`src/rtl/cm0_dap_cdc_recv_hs.sv`:
```
// Receive side of a four-phase CDC handshake for the DAP clock crossings.
// Synchronises the remote request level, captures the quasi-static data bus
// once the request is seen, and hands the word to local logic with
// valid/ready. The acknowledge back to the remote domain comes straight
// from a flop, so it cannot glitch.
//
// Ports:
//   REGCLK, REGRESETn  local clock, asynchronous active-low reset
//   SE                 scan enable (no functional effect)
//   REQASYNC           request level from the remote send register
//   DATAASYNC[DW]      remote data, stable while REQASYNC is high
//   ACKASYNC           acknowledge to the remote domain (flop output)
//   DATAOUT[DW]        captured word, held until the next capture
//   DATAVALID          DATAOUT holds an unconsumed word
//   DATAREADY          local consumer accepts the word
//   BUSY               handshake in progress
module cm0_dap_cdc_recv_hs #(
  parameter int unsigned DW          = 32,
  parameter int unsigned SYNC_STAGES = 2,
  parameter int unsigned PRESENT     = 1
) (
  input  logic          REGCLK,
  input  logic          REGRESETn,
  input  logic          SE,
  input  logic          REQASYNC,
  input  logic [DW-1:0] DATAASYNC,
  output logic          ACKASYNC,
  output logic [DW-1:0] DATAOUT,
  output logic          DATAVALID,
  input  logic          DATAREADY,
  output logic          BUSY
);

  if (PRESENT != 0) begin : g_present

    typedef enum logic [1:0] {
      S_IDLE  = 2'd0,
      S_VALID = 2'd1,
      S_ACK   = 2'd2
    } state_e;

    state_e                 state_q, state_d;
    logic [SYNC_STAGES-1:0] sync_q;
    logic                   req_sync;
    logic                   ack_q, ack_d;
    logic                   valid_q, valid_d;
    logic                   busy_q, busy_d;
    logic [DW-1:0]          data_q, data_d;
    logic                   unused_se;

    assign unused_se = SE;

    // Request level synchroniser; only the last stage is used by the FSM.
    always_ff @(posedge REGCLK or negedge REGRESETn) begin
      if (!REGRESETn) begin
        sync_q <= '0;
      end else begin
        sync_q <= {sync_q[SYNC_STAGES-2:0], REQASYNC};
      end
    end

    assign req_sync = sync_q[SYNC_STAGES-1];

    // State and output registers.
    always_ff @(posedge REGCLK or negedge REGRESETn) begin
      if (!REGRESETn) begin
        state_q <= S_IDLE;
        ack_q   <= 1'b0;
        valid_q <= 1'b0;
        busy_q  <= 1'b0;
        data_q  <= '0;
      end else begin
        state_q <= state_d;
        ack_q   <= ack_d;
        valid_q <= valid_d;
        busy_q  <= busy_d;
        data_q  <= data_d;
      end
    end

    // Next state and next register values. DATAASYNC is sampled only when
    // req_sync is high, where the remote side guarantees it is stable.
    always_comb begin
      state_d = state_q;
      ack_d   = ack_q;
      valid_d = valid_q;
      data_d  = data_q;
      case (state_q)
        S_IDLE: begin
          if (req_sync) begin
            data_d  = DATAASYNC;
            valid_d = 1'b1;
            state_d = S_VALID;
          end
        end
        S_VALID: begin
          // A request drop here is a protocol violation and is ignored.
          if (DATAREADY) begin
            valid_d = 1'b0;
            ack_d   = 1'b1;
            state_d = S_ACK;
          end
        end
        S_ACK: begin
          if (!req_sync) begin
            ack_d   = 1'b0;
            state_d = S_IDLE;
          end
        end
        default: begin
          ack_d   = 1'b0;
          valid_d = 1'b0;
          state_d = S_IDLE;
        end
      endcase
      // BUSY tracks the state register exactly (state != IDLE).
      busy_d = (state_d != S_IDLE);
    end

    assign ACKASYNC  = ack_q;
    assign DATAVALID = valid_q;
    assign DATAOUT   = data_q;
    assign BUSY      = busy_q;

  end else begin : g_absent

    logic unused_inputs;

    assign unused_inputs = ^{REGCLK, REGRESETn, SE, REQASYNC, DATAASYNC, DATAREADY};

    assign ACKASYNC  = 1'b0;
    assign DATAVALID = 1'b0;
    assign DATAOUT   = '0;
    assign BUSY      = 1'b0;

  end

endmodule

```
`config.mk`:
```
export PLATFORM = sky130hd
export DESIGN_NAME = cm0_dap_cdc_recv_hs
export DESIGN_NICKNAME = d
export VERILOG_FILES = /design/src/rtl/cm0_dap_cdc_recv_hs.sv
export SDC_FILE = /design/constraint.sdc
export NUM_CORES = 1
export LEC_CHECK = 0
export BUFFER_PORTS_ARGS = -buffer_cell sky130_fd_sc_hd__buf_2
export CAP_MARGIN = 20
export CORE_ASPECT_RATIO = 0.6
export CORE_MARGIN = 4
export CORE_UTILIZATION = 37
export CTS_CLUSTER_SIZE = 8
export DETAILED_ROUTE_END_ITERATION = 6
export PLACE_DENSITY = 0.72
export SYNTH_ARGS = -nofsm -noshare
export SYNTH_HDL_FRONTEND = slang
export SYNTH_SLANG_ARGS = --single-unit
export TNS_END_PERCENT = 10
```
`constraint.sdc`:
```
create_clock -name REGCLK -period 1.85 [get_ports REGCLK]
set_input_delay 0 -clock REGCLK [delete_from_list [all_inputs] [get_ports REGCLK]]
set_output_delay 0 -clock REGCLK [all_outputs]
set_load 0.01 [all_outputs]
```
==> impl_metrics.json, run 1 <==
{
  "cts_made_buffers": 5,
  "clk_pin_slew_ns": 0.07,
  "clock_latency_ns": 0.29,
  "status": "complete, no violations",
  "die-area_um2": 5518,
  "syn_nets": 128,
  "synth_cell_type_count": 14,
  "io_buffers": 70,
  "critPathSlowestCell": "dfrtp_1",
  "crit_arrival_ns": 1.71,
  "wl_per_cell_um": 14.79,
  "rsz0062_at_grt": "no",
  "cp-start-kind": "flip-flop",
  "grt_first_pass_wirelength_um": 6127,
  "drt-pass1-iter-count": 2,
  "finalSetupTns_ns": 0,
  "initial_core_util": 0.3874,
  "core-area_um2": 4167,
  "htree_levels": 2,
  "fmax_mhz": 650.5,
  "syn_area_per_cell_um2": 17.74,
  "std_cell_rows": 18,
  "pwr-share-comb": 0.445,
  "cellLeakagePower_nw": 1.207,
  "clock_sinks": 39,
  "max_stage_delay_ns": 0.45,
  "drtIter0Drc": 7,
  "ios": 72,
  "ys_ff_latch": 39,
  "postCtsSetupBuffers": 0,
  "cp-end-kind": "flip-flop",
  "met2_usage": 0.2744,
  "grt_pass1_vias": 1321,
  "antenna_found_initial": 0,
  "cts_max_path_buffers": 2,
  "setup_violations": 0,
  "period_needed_ns": 1.537,
  "slew_headroom": 0.4255,
  "placed_cells": 220,
  "postSynthCellCount": 91,
  "grt_remaining_overflow": 0,
  "avgViaCountPerCell": 4.420,
  "grt-busiest-layer": "met2",
  "hold_class": "input pin to flip-flop",
  "fin_crit_sh": 0.8309,
  "vias": 1158,
  "drc": 0,
  "tritoncts": "built",
  "synth_warnings": 0,
  "power_density_nw_per_um2": 1551,
  "crit_fanout": 18,
  "crit_chain": "nand2b_4, nor2_8, buf_4, mux2_2",
  "power_frac_seq": 0.411,
  "worstMarginPinSlew_ns": 0.8617,
  "slew_violations": 0,
  "peakVddDrop_mv": 0.6435,
  "hpwlAfterDp_um": 2459,
  "use_met3": 0.05203,
  "yosys.area.top_type": "dfrtp_1",
  "clkPwrFrac": 0.144,
  "antenna_cells": 0,
  "grt_use_total": 0.1507,
  "die_y_um": 59.16,
  "internal-power_w": 0.002516,
  "stdcell_count": 262,
  "routed_wl_um": 3876,
  "final_core_util": 0.5799,
  "cts_resized": 0,
  "gp_congestion": 0.7118,
  "grt_max_degree": 40,
  "ant_nets": 0,
  "area_growth_pct": 49.69,
  "power_w": 0.003746,
  "fill_cells": 340,
  "cts_root_buf": "clkbuf_8",
  "drive_above_1_share": 0.5545,
  "switching_share": 0.3285,
  "syn-cell-area_um2": 1614,
  "yosys.area.top_type_share": 0.6047,
  "max-cap-violations": 0,
  "final_nets": 238,
  "finalHoldViolCount": 0,
  "skew_ns": 0.006727,
  "worstPathRequired_ns": 2.03,
  "die_x_um": 93.27,
  "yosys-top-cells-area": "dfrtp_1 (60%), mux2_4 (28%), buf_12 (3.7%)",
  "postCtsHoldBufs": 34,
  "power.net_switching_w": 0.001231,
  "ys_seq_area_frac": 0.6047,
  "critPathKind": "flip-flop to flip-flop",
  "hold_ws_ns": 0.04103,
  "grt_util_met1": 0.1641
}
## cell usage after synthesis
master,number
or2b_1,1
nand3_1,1
inv_1,3
nor2_8,1
buf_12,3
nor2_1,1
o22ai_1,1
mux2_4,30
a21oi_1,3
o21ai_0,3
mux2_2,2
dfrtp_1,39
nand2_1,2
nand2b_4,1
## layout by cell type, fill, tap and decap left out
cell and count:
nor2_8 1, a21oi_1 3, clkbuf_8 5, inv_1 3, nor2_1 1, mux2_2 2
nand2b_4 1, nand3_1 1, clkbuf_1 2, buf_4 2, buf_2 70, dlygate4sd3_1 34
mux2_4 30, or2b_1 1, o22ai_1 1, clkinv_2 1, dfrtp_1 39, nand2_1 2
o21ai_0 3
## cell families after synthesis
kind of cell	after synthesis	share of synthesized area
buffers and inverters	6	0.04419
AOI/OAI and AO/OA	7	0.02248
and+or+nand+nor	7	0.03566
DFF	39	0.6047
muxes	32	0.2930
## power groups by stage
stage	combinational [W]	sequential [W]	clock [W]
floorplan	0.000937	0.00171	0
global placement	0.00158	0.00150	0
detailed placement	0.00162	0.00154	0
CTS	0.00169	0.00154	0.000571
global route	0.00178	0.00159	0.000602
finish	0.00167	0.00154	0.000538
## sequential cells by signal, summed over array words and instances, names as in the netlist
register,count
ACKASYNC,1
BUSY,1
g_present.state_q,2
DATAVALID,1
DATAOUT,32
g_present.sync_q,2
## worst max-delay path, delay by kind of cell (launching register included)
family,cells,cell delay [ns]
buffers and inverters,1,0.31
muxes,1,0.38
and+or+nand+nor,2,0.28
DFF,1,0.45
## final timing paths
path / depth (start not counted) / from / endpoint / slack [ns]
setup / recovery: 4 / g_present.state_q[0]$_DFF_PN0_ / DATAOUT[17]$_DFFE_PN0P_ / 0.31
setup reg to reg: 4 / g_present.state_q[0]$_DFF_PN0_ / DATAOUT[17]$_DFFE_PN0P_ / 0.31
min in group asynchronous: 2 / REGRESETn / DATAOUT[2]$_DFFE_PN0P_ / 0.37
max in group asynchronous: 2 / REGRESETn / DATAOUT[21]$_DFFE_PN0P_ / 0.94
hold reg to reg: 0 / g_present.sync_q[0]$_DFF_PN0_ / g_present.sync_q[1]$_DFF_PN0_ / 0.36
hold / removal: 3 / DATAREADY / g_present.state_q[1]$_DFF_PN0_ / 0.04
## routing by layer
metal | vias up | part of all wire
li1 | 530 | -
met1 | 574 | 0.39
met2 | 49 | 0.51
met3 | 5 | 0.083
met4 | 0 | 0.013
met5 | - | 0
## per-stage QoR
stage | worst slack [ns] | area, µm²
CTS | 0.3090 | 2416
detailed placement | 0.3237 | 1994
finish | 0.3128 | 2416
floorplan | 0.5433 | 1614
global placement | 0.3802 | 1994
global route | 0.2456 | 2416
## final cells by class
type	count	area, µm²	share of cell area
well taps	60	75.07	0.03107
clock buffers	7	76.32	0.03159
multi-input cells	46	566.8	0.2346
repair buffers	106	705.7	0.2921
flip-flops and latches	39	975.9	0.4039
clock inverters	1	5.005	0.002071
inverters	3	11.26	0.004661
Power figures use the tool's default switching activity.
==> run 2, diff against run 1 <==
clock period = 1.5 ns   (was 1.85 ns; I/O delays follow)
==> run 2 against run 1 <==
Effect of this change: core utilization is 1.3 points higher; final cell count is 0.38% higher; sequential share of layout area is 0.90 points lower; wire length is 3.4% lower; largest power group unchanged; clock-buffer cell count stayed put; sequential power is 23% higher.
==> impl_metrics.json, run 2 (synthesized netlist as in run 1, its figures left out) <==
{
  "slew_violations": 0,
  "cp-end-kind": "flip-flop",
  "fill_cells": 332,
  "ios": 72,
  "drc": 0,
  "mostFrequentLayoutCells": "buf_2 (70), dfrtp_1 (39), dlygate4sd3_1 (34)",
  "highest_layer": "met4",
  "worstMarginPinSlew_ns": 0.4818,
  "worstPathRequired_ns": 1.67,
  "drtIter0Drc": 10,
  "max_stage_delay_ns": 0.44,
  "cts_made_buffers": 5,
  "rsz0062_at_grt": "no",
  "final_core_util": 0.5931,
  "drt-pass1-iter-count": 2,
  "wl_per_cell_um": 14.24,
  "cts_max_path_buffers": 2,
  "htree_levels": 2,
  "io_buffers": 70,
  "drive_above_1_share": 0.5665,
  "hold_class": "input pin to flip-flop",
  "std_cell_rows": 18,
  "clock_sinks": 39,
  "grt_first_pass_wirelength_um": 6113,
  "power_density_nw_per_um2": 1934,
  "finalSetupTns_ns": 0,
  "regArea_um2": 975.9,
  "die_y_um": 59.16,
  "wl_met3_um": 343,
  "clk_pin_slew_ns": 0.07,
  "hpwlAfterDp_um": 2408,
  "largest_reg_flops": 32,
  "antenna_cells": 0,
  "peakVddDrop_mv": 0.8859,
  "cts_root_buf": "clkbuf_8",
  "gp_congestion": 0.7106,
  "tritoncts": "built",
  "fmax_mhz": 699.2,
  "finalHoldViolCount": 0,
  "critPathKind": "flip-flop to flip-flop",
  "crit_chain": "nand2b_4, nor2_8, buf_12, mux2_2",
  "cp-start-kind": "flip-flop",
  "grt_pass1_vias": 1322,
  "crit_fanout": 17,
  "cts_resized": 0,
  "critPathSlowestCell": "dfrtp_1",
  "wl_met1_um": 1483,
  "setup_violations": 0,
  "layout_commonest_cell": "buf_2",
  "ant_nets": 0,
  "crit_arrival_ns": 1.60,
  "antenna_found_initial": 0,
  "grt_max_degree": 40,
  "grt_use_total": 0.1466,
  "fin_crit_sh": 0.9535,
  "die_x_um": 93.27,
  "multiInputGateArea_um2": 566.8,
  "core-area_um2": 4167,
  "period_needed_ns": 1.430,
  "die-area_um2": 5518,
  "skew_ns": 0.004922,
  "max-cap-violations": 0,
  "area_growth_pct": 53.10,
  "routed_wl_um": 3746,
  "met2_length_um": 1878,
  "final_nets": 239,
  "cellLeakagePower_nw": 1.227,
  "grt_remaining_overflow": 0,
  "avgViaCountPerCell": 4.251,
  "status": "complete, no violations",
  "initial_core_util": 0.3874,
  "clock_latency_ns": 0.28,
  "slew_headroom": 0.6788,
  "vias": 1118
}
-- run 2: changes by cell type in the layout (fill, tap and decap cells not counted), sizes merged --
cell	previous run	this run
clkinvlp	0	1
buf	72	73
clkinv	1	0
-- run 2: area by class of cell --
cell class | count | area share
Clock buffer | 7 | 0.03899
Clock inverter | 1 | 0.003038
Inverter | 3 | 0.004557
Multi-Input combinational cell | 46 | 0.2294
Sequential cell | 39 | 0.3949
Tap cell | 60 | 0.03038
Timing Repair Buffer | 107 | 0.2987
-- run 2: final timing paths --
| kind | from | to | slack [ns] | cells after the start |
|---|---|---|---|---|
| hold / removal | DATAREADY | g_present.state_q[1]$_DFF_PN0_ | 0.02 | 3 |
| setup reg to reg | g_present.state_q[0]$_DFF_PN0_ | DATAOUT[18]$_DFFE_PN0P_ | 0.07 | 4 |
| setup / recovery | g_present.state_q[0]$_DFF_PN0_ | DATAOUT[18]$_DFFE_PN0P_ | 0.07 | 4 |
| min in group asynchronous | REGRESETn | DATAOUT[5]$_DFFE_PN0P_ | 0.30 | 3 |
| max in group asynchronous | REGRESETn | DATAOUT[14]$_DFFE_PN0P_ | 0.86 | 3 |
| hold reg to reg | g_present.sync_q[0]$_DFF_PN0_ | g_present.sync_q[1]$_DFF_PN0_ | 0.35 | 0 |
-- run 2: power by group --
part | leakage [nW] | switching, W | internal [W]
clock | 0.0505 | 0.000349 | 0.000418
combinational | 0.721 | 0.000863 | 0.00126
sequential | 0.455 | 0.000323 | 0.00157
total | 1.23 | 0.00154 | 0.00324
-- run 2: metal layers --
metal | vias to the layer above | GRT usage
met5 | - | 0
met4 | 0 | 0.03967
met3 | 4 | 0.05964
met2 | 50 | 0.2652
met1 | 533 | 0.1617
li1 | 531 | -
-- run 2: critical path: cells and delay by family, from the launching register on --
family / cells / cell delay (ns)
flops: 1 / 0.44
mux: 1 / 0.35
simple gates: 2 / 0.33
buf+inv: 1 / 0.19
-- run 2: what timing repair did --
item / in CTS / in global routing
endpoints found under the hold margin: 72 / 0
setup buffers: 0 / 0
hold buffers: 34 / 0
endpoints found under the setup margin: 0 / 0
-- run 2: stage by stage --
step                      worst slack [ns]  hold WS, ns  cell area, µm²  total power (W)  instances
after global routing               0.01369      0.05527            2471         0.005064        263
after detailed placement           0.08205      0.08044            2027         0.003962        221
final                              0.06982      0.01734            2471         0.004779        263
after CTS                          0.07696     0.009845            2471         0.004826        263
after global placement              0.1316      0.05781            2027         0.003859        221
after floorplan                     0.1933      -0.2956            1614         0.003262         91
==> run 3, diff against run 2 <==
REMOVE_ABC_BUFFERS = 1   (was not set)
==> run 3 against run 2 <==
Effect of this change: final cell count is the same; maximum frequency is 3.8% higher; cell area fell by 0.86%; flip-flop and latch count is the same; via count up 2.7%; register-to-register slack better by 0.05 ns; critical path depth fell by 1; first-iteration DRC count rose to 3.1 times the previous value; global-route usage rose by 0.54 points; wire length up 5.8%; die area is the same; critical endpoint is now DATAOUT[17]$_DFFE_PN0P_; largest power group unchanged.
==> impl_metrics.json, run 3 (synthesized netlist as in run 1, its figures left out) <==
{
  "status": "complete, no violations",
  "wl_per_cell_um": 15.07,
  "slew_headroom": 0.7469,
  "postCtsSetupBuffers": 0,
  "final_core_util": 0.5880,
  "power_density_nw_per_um2": 1926,
  "worstPathRequired_ns": 1.67,
  "placed_cells": 222,
  "stdcell_count": 263,
  "mostFrequentLayoutCells": "buf_2 (70), dfrtp_1 (39), dlygate4sd3_1 (34)",
  "clock_sinks": 39,
  "worst-path-stages": 3,
  "setup_violations": 0,
  "finalHoldViolCount": 0,
  "peakVddDrop_mv": 0.7537,
  "worst-path-buf-inv": 1,
  "cts_resized": 0,
  "startpoint": "g_present.state_q[1]$_DFF_PN0_",
  "reg2regPathDepth": 3,
  "max_stage_delay_ns": 0.51,
  "power_w": 0.004719,
  "period_needed_ns": 1.377,
  "r2r_setup_slack_ns": 0.12,
  "avgViaCountPerCell": 4.365,
  "drtIter0Drc": 31,
  "cellLeakagePower_nw": 1.225,
  "critPathSlowestCell": "dfrtp_1",
  "critPathKind": "flip-flop to flip-flop",
  "crit_chain": "nor2_8, buf_12, mux2_2",
  "ios": 72,
  "drc": 0,
  "cp-start-kind": "flip-flop",
  "area_growth_pct": 51.78,
  "initial_core_util": 0.3874,
  "max-cap-violations": 0,
  "core-area_um2": 4167,
  "grt_remaining_overflow": 0,
  "layout_commonest_cell": "buf_2",
  "crit_family": "flip-flops",
  "met2_usage": 0.2774,
  "skew_ns": 0.006615,
  "fin_crit_sh": 0.9182,
  "grt_util_met1": 0.1765,
  "cts_root_buf": "clkbuf_8",
  "die_y_um": 59.16,
  "tritoncts": "built",
  "gp_congestion": 0.6748,
  "rsz0062_at_grt": "no",
  "htree_levels": 2,
  "drt-pass1-iter-count": 6,
  "use_met3": 0.05076,
  "crit_arrival_ns": 1.55,
  "grt_first_pass_wirelength_um": 6430,
  "io_buffers": 70,
  "routed_wl_um": 3964,
  "cts_max_path_buffers": 2,
  "die-area_um2": 5518,
  "die_x_um": 93.27,
  "postCtsHoldBufs": 34,
  "ant_nets": 0,
  "antenna_cells": 0,
  "final_nets": 240,
  "cp-end-kind": "flip-flop",
  "largest_reg_flops": 32,
  "grt_max_degree": 24,
  "worstHoldStart": "DATAREADY",
  "std_cell_rows": 18,
  "fill_cells": 315,
  "drive_above_1_share": 0.5665,
  "worstMarginPinSlew_ns": 0.3796,
  "grt-busiest-layer": "met2",
  "antenna_found_initial": 0,
  "crit_fanout": 22,
  "clk_pin_slew_ns": 0.07,
  "setup_slack_ns": 0.1228,
  "hold_class": "input pin to flip-flop",
  "worstReg2RegStart": "g_present.state_q[1]$_DFF_PN0_",
  "pre_cts_ws_ns": 0.1461,
  "fmax_mhz": 726.1,
  "vias": 1148,
  "grt_use_total": 0.1519,
  "cts_made_buffers": 5,
  "min_path_cells": 4,
  "grt_pass1_vias": 1362,
  "slew_violations": 0,
  "clock_latency_ns": 0.28
}
-- run 3: cell types whose count changed in the layout (fill, tap and decap cells not counted) --
cell / delta
buf_4: +2
clkbuf_8: -1
clkinv_2: +1
clkinvlp_4: -1
buf_12: -1
-- run 3: per-layer routing --
| layer | vias up | wire length [µm] |
|---|---|---|
| li1 | 533 | - |
| met2 | 58 | 1875 |
| met3 | 3 | 340 |
| met4 | 0 | 19 |
| met5 | - | 0 |
| met1 | 554 | 1728 |
-- run 3: through the flow --
stage / hold WS [ns] / setup TNS, ns / cell area [µm²]
5_1_grt: 0.04628 / 0 / 2450
2_1_floorplan: -0.2956 / -0.7740 / 1554
6_report: 0.05211 / 0 / 2450
4_1_cts: 0.02566 / 0 / 2450
3_3_place_gp: -0.08100 / 0 / 2022
3_5_place_dp: -0.05670 / 0 / 2022
-- run 3: path summary, 6_finish.rpt --
check,endpoint
min reg2reg,g_present.sync_q[1]$_DFF_PN0_
min in group asynchronous,DATAOUT[22]$_DFFE_PN0P_
min,DATAVALID$_DFFE_PN0P_
max in group asynchronous,DATAOUT[24]$_DFFE_PN0P_
max,DATAOUT[17]$_DFFE_PN0P_
max reg2reg,DATAOUT[17]$_DFFE_PN0P_
-- run 3: area by class of cell --
type,instances,area (µm²),share of cell area
timing repair buffer,108,733.2,0.2993
inverter,3,11.26,0.004597
multi-input combinational,46,566.8,0.2314
clock inverter,1,5.005,0.002043
tap,60,75.07,0.03064
clock buffer,6,82.58,0.03371
sequential,39,975.9,0.3984
-- run 3: power breakdown --
group | internal, W | switching, W | leakage (nW)
Clock | 0.000360 | 0.000336 | 0.0470
Combinational | 0.00125 | 0.000882 | 0.723
Sequential | 0.00157 | 0.000321 | 0.455
Total | 0.00318 | 0.00154 | 1.23
-- run 3: worst register-to-register path: stages, from the launching register on --
cell     delay [ns]
dfrtp_1        0.51
nor2_8         0.18
buf_12         0.20
mux2_2         0.37
